`src/rtl/tcdm_subsys_pkg.sv`:
```
// Shared types and sizing for the TCDM read-stream sequencer.
// Latency: none (declarations only).
// Backpressure: n/a.
package tcdm_subsys_pkg;

    // TCDM geometry: 8 banks x 64 words x 8 bytes.
    localparam int unsigned NrBanks            = 8;
    localparam int unsigned TCDMDepth          = 64;
    localparam int unsigned DefNarrowDataWidth = 64;
    localparam int unsigned DefTCDMAddrWidth   =
        $clog2(NrBanks * TCDMDepth * DefNarrowDataWidth / 8);

    localparam int unsigned DefMaxOutstanding  = 4;
    localparam int unsigned DefCountWidth      = 16;

    // Width needed to hold a value in 0..n inclusive.
    function automatic int unsigned credit_width(input int unsigned n);
        return $clog2(n + 1);
    endfunction

    localparam int unsigned DefCreditWidth = credit_width(DefMaxOutstanding);

    typedef enum logic [1:0] {
        IDLE  = 2'd0,
        ISSUE = 2'd1,
        DRAIN = 2'd2
    } state_e;

endpackage

```
`src/rtl/tcdm_stream_fifo.sv`:
```
// Synchronous FIFO holding read responses ahead of the output stream.
// Latency: a pushed word is visible on data_o the cycle after the push.
// Backpressure: push ignored when full, pop ignored when empty.
module tcdm_stream_fifo #(
    parameter int unsigned Width = 64,
    parameter int unsigned Depth = 4
) (
    input  logic                       clk_i,
    input  logic                       rst_ni,
    input  logic                       push_i,
    input  logic [Width-1:0]           data_i,
    input  logic                       pop_i,
    output logic [Width-1:0]           data_o,
    output logic [$clog2(Depth+1)-1:0] count_o,
    output logic                       full_o,
    output logic                       empty_o
);

    localparam int unsigned PtrW = $clog2(Depth);
    localparam int unsigned CntW = $clog2(Depth + 1);

    logic [Width-1:0] mem_q [Depth];
    logic [PtrW-1:0]  wr_ptr_q, rd_ptr_q;
    logic [CntW-1:0]  cnt_q, cnt_d;
    logic             push_ok, pop_ok;

    assign full_o  = (cnt_q == CntW'(Depth));
    assign empty_o = (cnt_q == '0);
    assign push_ok = push_i && !full_o;
    assign pop_ok  = pop_i && !empty_o;
    assign data_o  = mem_q[rd_ptr_q];
    assign count_o = cnt_q;

    // Occupancy tracks push/pop; a simultaneous push and pop leaves it unchanged.
    always_comb begin
        cnt_d = cnt_q;
        unique case ({push_ok, pop_ok})
            2'b10:   cnt_d = cnt_q + 1'b1;
            2'b01:   cnt_d = cnt_q - 1'b1;
            default: cnt_d = cnt_q;
        endcase
    end

    // Storage and pointers; Depth is a power of two so pointers wrap naturally.
    always_ff @(posedge clk_i or negedge rst_ni) begin
        if (!rst_ni) begin
            for (int i = 0; i < Depth; i++) begin
                mem_q[i] <= '0;
            end
            wr_ptr_q <= '0;
            rd_ptr_q <= '0;
            cnt_q    <= '0;
        end else begin
            if (push_ok) begin
                mem_q[wr_ptr_q] <= data_i;
                wr_ptr_q        <= wr_ptr_q + 1'b1;
            end
            if (pop_ok) begin
                rd_ptr_q <= rd_ptr_q + 1'b1;
            end
            cnt_q <= cnt_d;
        end
    end

endmodule

```
`src/rtl/tcdm_rd_stream_ctrl.sv`:
```
// Issues a strided burst of TCDM reads and streams the responses out in order.
// Latency: start at cycle 0 -> first request cycle 1 -> first stream word cycle 3 (1-cycle TCDM).
// Backpressure: credits (outstanding + buffered <= MaxOutstanding) stop requests when the stream stalls.
module tcdm_rd_stream_ctrl
    import tcdm_subsys_pkg::*;
#(
    parameter int unsigned NarrowDataWidth = DefNarrowDataWidth,
    parameter int unsigned TCDMAddrWidth   = DefTCDMAddrWidth,
    parameter int unsigned MaxOutstanding  = DefMaxOutstanding,
    parameter int unsigned CountWidth      = DefCountWidth
) (
    input  logic                         clk_i,
    input  logic                         rst_ni,
    input  logic [TCDMAddrWidth-1:0]     cfg_base_i,
    input  logic [TCDMAddrWidth-1:0]     cfg_stride_i,
    input  logic [CountWidth-1:0]        cfg_count_i,
    input  logic                         start_i,
    output logic                         busy_o,
    output logic                         done_o,
    output logic [TCDMAddrWidth-1:0]     tcdm_req_addr_o,
    output logic                         tcdm_req_write_o,
    output logic [NarrowDataWidth/8-1:0] tcdm_req_strb_o,
    output logic                         tcdm_req_q_valid_o,
    input  logic                         tcdm_rsp_q_ready_i,
    input  logic                         tcdm_rsp_p_valid_i,
    input  logic [NarrowDataWidth-1:0]   tcdm_rsp_data_i,
    output logic [NarrowDataWidth-1:0]   strm_data_o,
    output logic                         strm_valid_o,
    input  logic                         strm_ready_i
);

    localparam int unsigned CrW = credit_width(MaxOutstanding);

    state_e                   state_q, state_d;
    logic [TCDMAddrWidth-1:0] addr_q, addr_d;
    logic [TCDMAddrWidth-1:0] stride_q, stride_d;
    logic [CountWidth-1:0]    remain_q, remain_d;
    logic [CrW-1:0]           outst_q, outst_d;
    logic                     done_q, done_d;

    logic [CrW-1:0]           fifo_cnt;
    logic                     fifo_empty, fifo_full;
    logic                     credit_ok, req_hs, rsp_accept, strm_pop;
    logic                     start_burst, start_empty, drain_idle;

    // A read may only be issued if it has a guaranteed FIFO slot to land in.
    assign credit_ok   = ({1'b0, outst_q} + {1'b0, fifo_cnt}) < (CrW+1)'(MaxOutstanding);
    assign req_hs      = tcdm_req_q_valid_o && tcdm_rsp_q_ready_i;
    // Responses with nothing outstanding (e.g. stragglers from before a reset) are dropped.
    assign rsp_accept  = tcdm_rsp_p_valid_i && (outst_q != '0);
    assign strm_pop    = strm_valid_o && strm_ready_i;
    assign start_burst = (state_q == IDLE) && start_i && (cfg_count_i != '0);
    assign start_empty = (state_q == IDLE) && start_i && (cfg_count_i == '0);
    assign drain_idle  = (outst_q == '0) && fifo_empty && !tcdm_rsp_p_valid_i;

    assign tcdm_req_addr_o  = addr_q;
    assign tcdm_req_write_o = 1'b0;
    assign tcdm_req_strb_o  = '1;
    assign done_o           = done_q;

    // FSM state register.
    always_ff @(posedge clk_i or negedge rst_ni) begin
        if (!rst_ni) begin
            state_q <= IDLE;
        end else begin
            state_q <= state_d;
        end
    end

    // FSM next-state: leave ISSUE on the last handshake, leave DRAIN once everything is delivered.
    always_comb begin
        state_d = state_q;
        unique case (state_q)
            IDLE:    if (start_burst) state_d = ISSUE;
            ISSUE:   if (req_hs && (remain_q == CountWidth'(1))) state_d = DRAIN;
            DRAIN:   if (drain_idle) state_d = IDLE;
            default: state_d = IDLE;
        endcase
    end

    // FSM outputs: request valid is gated only by credits, so address/valid hold until granted.
    always_comb begin
        busy_o             = (state_q != IDLE);
        tcdm_req_q_valid_o = (state_q == ISSUE) && credit_ok;
    end

    // Burst bookkeeping: latch config on start, advance address and count on each handshake.
    always_comb begin
        addr_d   = addr_q;
        stride_d = stride_q;
        remain_d = remain_q;
        if (start_burst) begin
            addr_d   = cfg_base_i;
            stride_d = cfg_stride_i;
            remain_d = cfg_count_i;
        end else if (req_hs) begin
            addr_d   = addr_q + stride_q;
            remain_d = remain_q - 1'b1;
        end
    end

    // Outstanding-read counter; an issue and a response in the same cycle cancel out.
    always_comb begin
        outst_d = outst_q;
        unique case ({req_hs, rsp_accept})
            2'b10:   outst_d = outst_q + 1'b1;
            2'b01:   outst_d = outst_q - 1'b1;
            default: outst_d = outst_q;
        endcase
    end

    // Completion pulse on the cycle the FSM re-enters IDLE, or right after an empty start.
    always_comb begin
        done_d = start_empty || ((state_q == DRAIN) && drain_idle);
    end

    // Datapath and counter registers.
    always_ff @(posedge clk_i or negedge rst_ni) begin
        if (!rst_ni) begin
            addr_q   <= '0;
            stride_q <= '0;
            remain_q <= '0;
            outst_q  <= '0;
            done_q   <= 1'b0;
        end else begin
            addr_q   <= addr_d;
            stride_q <= stride_d;
            remain_q <= remain_d;
            outst_q  <= outst_d;
            done_q   <= done_d;
        end
    end

    tcdm_stream_fifo #(
        .Width (NarrowDataWidth),
        .Depth (MaxOutstanding)
    ) i_rsp_fifo (
        .clk_i   (clk_i),
        .rst_ni  (rst_ni),
        .push_i  (rsp_accept),
        .data_i  (tcdm_rsp_data_i),
        .pop_i   (strm_pop),
        .data_o  (strm_data_o),
        .count_o (fifo_cnt),
        .full_o  (fifo_full),
        .empty_o (fifo_empty)
    );

    assign strm_valid_o = !fifo_empty;

    // Protocol checks: no unsolicited responses, and credits keep the FIFO from overflowing.
    always_ff @(posedge clk_i) begin
        if (rst_ni) begin
            assert (!(tcdm_rsp_p_valid_i && (outst_q == '0)))
                else $error("tcdm_rd_stream_ctrl: read response with no outstanding request");
            assert (!(rsp_accept && fifo_full))
                else $error("tcdm_rd_stream_ctrl: response arrived with response buffer full");
        end
    end

endmodule

```
`config.mk`:
```
export PLATFORM = sky130hd
export DESIGN_NAME = tcdm_rd_stream_ctrl
export DESIGN_NICKNAME = d
export VERILOG_FILES = /design/src/rtl/tcdm_subsys_pkg.sv /design/src/rtl/tcdm_stream_fifo.sv /design/src/rtl/tcdm_rd_stream_ctrl.sv
export SDC_FILE = /design/constraint.sdc
export NUM_CORES = 1
export LEC_CHECK = 0
export ABC_CLOCK_PERIOD_IN_PS = 2200
export CAP_MARGIN = 30
export CORE_MARGIN = 5
export CORE_UTILIZATION = 35
export DETAILED_ROUTE_END_ITERATION = 12
export GPL_TIMING_DRIVEN = 0
export PLACE_DENSITY = 0.56
export REMOVE_ABC_BUFFERS = 1
export SYNTH_ARGS = -nofsm -noshare
export SYNTH_HDL_FRONTEND = slang
export SYNTH_SLANG_ARGS = --single-unit
```
`constraint.sdc`:
```
create_clock -name clk_i -period 2.2 [get_ports clk_i]
set_input_delay 0.22 -clock clk_i [delete_from_list [all_inputs] [get_ports clk_i]]
set_output_delay 0.22 -clock clk_i [all_outputs]
set_load 0.02 [all_outputs]
```
==> results_dict.tcl <==
set metrics [dict create \
    status "finished, violations left" \
    violations "negative setup slack" \
    arrival_ns 2.08 \
    path_clk_slew_ns 0.06 \
    crit_path_max_fanout 9 \
    yosysTopAreaCellShare_pct 54.14 \
    avgViaCountPerCell 5.052 \
    synth-edff-count 0 \
    fp.dieH_um 212.0 \
    dieArea_um2 44950 \
    timing.final.crit_share_pct 104.3 \
    clock_path_buffers 3 \
    grt_setup_unrepaired "yes" \
    core_region_area_um2 40650 \
    peakVddDrop_uv 696.2 \
    die_x_um 212.0 \
    cpPeakStageDelay_ns 0.51 \
    crit_required_ns 1.98 \
    r2r_setup_slack_ns 0 \
    place_congestion 0.7449 \
    max_slew.worst_pin.slew_ns 0.7705 \
    slowest_stage "dfrtp_4" \
    drtPass1Iterations 4 \
    netlist_area_um2 14280 \
    insertion_delay_ns 0.52 \
    drive_gt1_share_pct 44.63 \
    post-dp-hpwl_mm 20.79 \
    grt_usage_pct 16.05 \
    finalSetupViolCount 34 \
    avgSynthCellArea_um2 14.92 \
    grt_max_degree 118 \
    hp-start "cfg_stride_i[4]" \
    whs_ns 0.2328 \
    postRouteAntennaNets 0 \
    finalHoldViolCount 0 \
    numCtsBuffers 37 \
    final-max-slew-violation-count 0 \
    pin_count 199 \
    crit_path_cell_trace "buf_12 -> buf_16 -> buf_4 -> mux4_2 -> buf_6" \
    synth-seq-cells 309 \
    startpoint "i_rsp_fifo.rd_ptr_q[0]" \
    yosys_warnings 0 \
    path_buf_inv 4 \
    htree_num_levels 2 \
    routed_wl_mm 36.53 \
    cts_tree "built" \
    mostFrequentLayoutCells "dfrtp_1 (306), mux2_2 (256), clkdlybuf4s50_1 (122)" \
    areaGrowthSynthToFinish_pct 30.38 \
    rows 74 \
    slew-limit-headroom_pct 48.63 \
    p_leak_nw 7.908 \
    synthDistinctLibCells 56 \
    overflow 0 \
    drv_cap 0 \
    fin_ws_ns -0.09539 \
    synth_area_leader_cell "dfrtp_1" \
    min_period_ns 2.295 \
    antenna_found_initial 1 \
    drt_iter0_markers 354 \
    hp-class "input pin to register" \
    vias 8851 \
    synth_area_leaders "dfrtp_1 (54%), mux2_2 (20%), mux4_2 (10%)" \
    cts-root-buf "clkbuf_16" \
    end_kind "output port" \
    r2r-start "outst_q[1]" \
    async_flop_share_pct 100.0 \
    fmax_mhz 435.7 \
    fin_skew_ns 0.02121 \
    critPathKind "register to output port" \
    ys.flop_type "dfrtp_1" \
    syn_inst 957 \
    io_buffers 189 \
    critPathTopFamily "buffers and inverters" \
    wl_per_cell_um 20.85 \
    ys_seq_area_share_pct 54.14 \
    drc 0 \
    initial_core_util_pct 35.14 \
    grt_pass1_wl_mm 56.37 \
    fillers 3620 \
    grt_pass1_vias 9594 \
    cts_sinks 309 \
    power_density_nw_per_um2 1623 \
    start_kind "register" \
    dp_slack_ns -0.9576 \
    final_nets 1329 \
    final_common_cell "dfrtp_1" \
]
==> layer usage <==
| layer | up-vias | part of all wire, % | track usage, % |
|---|---|---|---|
| met2 | 203 | 48 | 26.22 |
| met5 | - | 0 | 0 |
| li1 | 4030 | - | - |
| met3 | 40 | 5.9 | 3.733 |
| met1 | 4578 | 44 | 22.05 |
| met4 | 0 | 1.6 | 3.510 |
==> power breakdown <==
part	switching, mW	leakage [nW]	internal, mW
registers	1.42	3.72	8.43
clock network	2.38	0.580	3.71
logic	6.55	3.61	7.74
==> worst paths after layout <==
path | cells past startpoint | end
max | 5 | strm_data_o[45]
min | 3 | stride_q[4]
max reg2reg | 7 | i_rsp_fifo.mem_q[135]
min reg2reg | 2 | stride_q[6]
max in group asynchronous | 3 | i_rsp_fifo.mem_q[8]
min in group asynchronous | 2 | i_rsp_fifo.mem_q[145]
==> cells by family (layout without fill, tap and decap cells) <==
logic type / after synthesis / after routing / synth area share, %
fa+ha+maj: 24 / 24 / 2.260
simple gates: 128 / 131 / 4.485
other cells: 2 / 10 / 0.05258
flops: 309 / 309 / 54.14
buf+inv: 71 / 323 / 3.565
xor+xnor: 23 / 23 / 1.410
mux: 321 / 321 / 30.35
compound gates: 79 / 79 / 3.741
==> stage by stage <==
step	std cells	power, mW	utilization (%)	setup TNS [ns]	area [um2]
6_report	1752	30.22	45.81	-1.035	18620
5_1_grt	1751	32.00	45.81	-7.929	18620
4_1_cts	1733	29.85	45.08	-6.564	18320
3_5_place_dp	1636	23.14	41.00	-150.46	16660
3_3_place_gp	1628	21.62	40.37	-4540.48	16410
2_1_floorplan	907	17.98	-	-123.95	13850
==> synthesized netlist by cell type (4+ instances only) <==
library cell  number
mux4_2            64
a22oi_1            9
buf_2              7
ha_1              21
nor3_1             7
mux2_2           256
clkbuf_1          10
o211ai_1           9
clkbuf_8           8
nand3_1            9
o21ai_0           21
dfrtp_1          309
nor4_1             5
a221o_1            5
xor2_1            11
inv_1             13
buf_4              9
nand2_2            4
nand2_1           64
xnor2_1           12
buf_1              7
nor3b_1            4
buf_6             16
a21oi_1           16
nor2_1            15
==> worst reg2reg max path: cells and delay by family (launching register included) <==
kind                   cells  cell delay [ns]
and+or+nand+nor            3             0.71
buffers and inverters      2             0.48
DFF                        1             0.43
muxes                      1             0.41
AOI/OAI and AO/OA          1             0.07
==> cell type report <==
class | count | area (um2) | share of cell area, %
antenna | 1 | 2.502 | 0.01344
clock buffer | 53 | 1026 | 5.510
clock inverter | 10 | 161.4 | 0.8668
inverter | 14 | 60.06 | 0.3225
multi-input combinational | 587 | 6361 | 34.16
sequential | 309 | 7741 | 41.57
tap | 532 | 665.6 | 3.575
timing repair buffer | 246 | 2604 | 13.98
==> flip-flops by register name, indices dropped and copies added, names as in the netlist <==
name / cells
done_o: 1
i_rsp_fifo.count_o: 3
i_rsp_fifo.mem_q: 256
i_rsp_fifo.rd_ptr_q: 2
i_rsp_fifo.wr_ptr_q: 2
outst_q: 3
remain_q: 16
state_q: 2
stride_q: 12
tcdm_req_addr_o: 12
==> repair_timing <==
action                                 4_1_cts  5_1_grt
hold buffers                                 1        0
cloned                                       8        4
setup endpoints to repair                  332      100
pin swaps                                   14       18
buffers inserted                            25       14
resized for setup                          255      125
endpoints found under the hold margin       97        0
No activity file was read; power rests on OpenSTA's default activity.
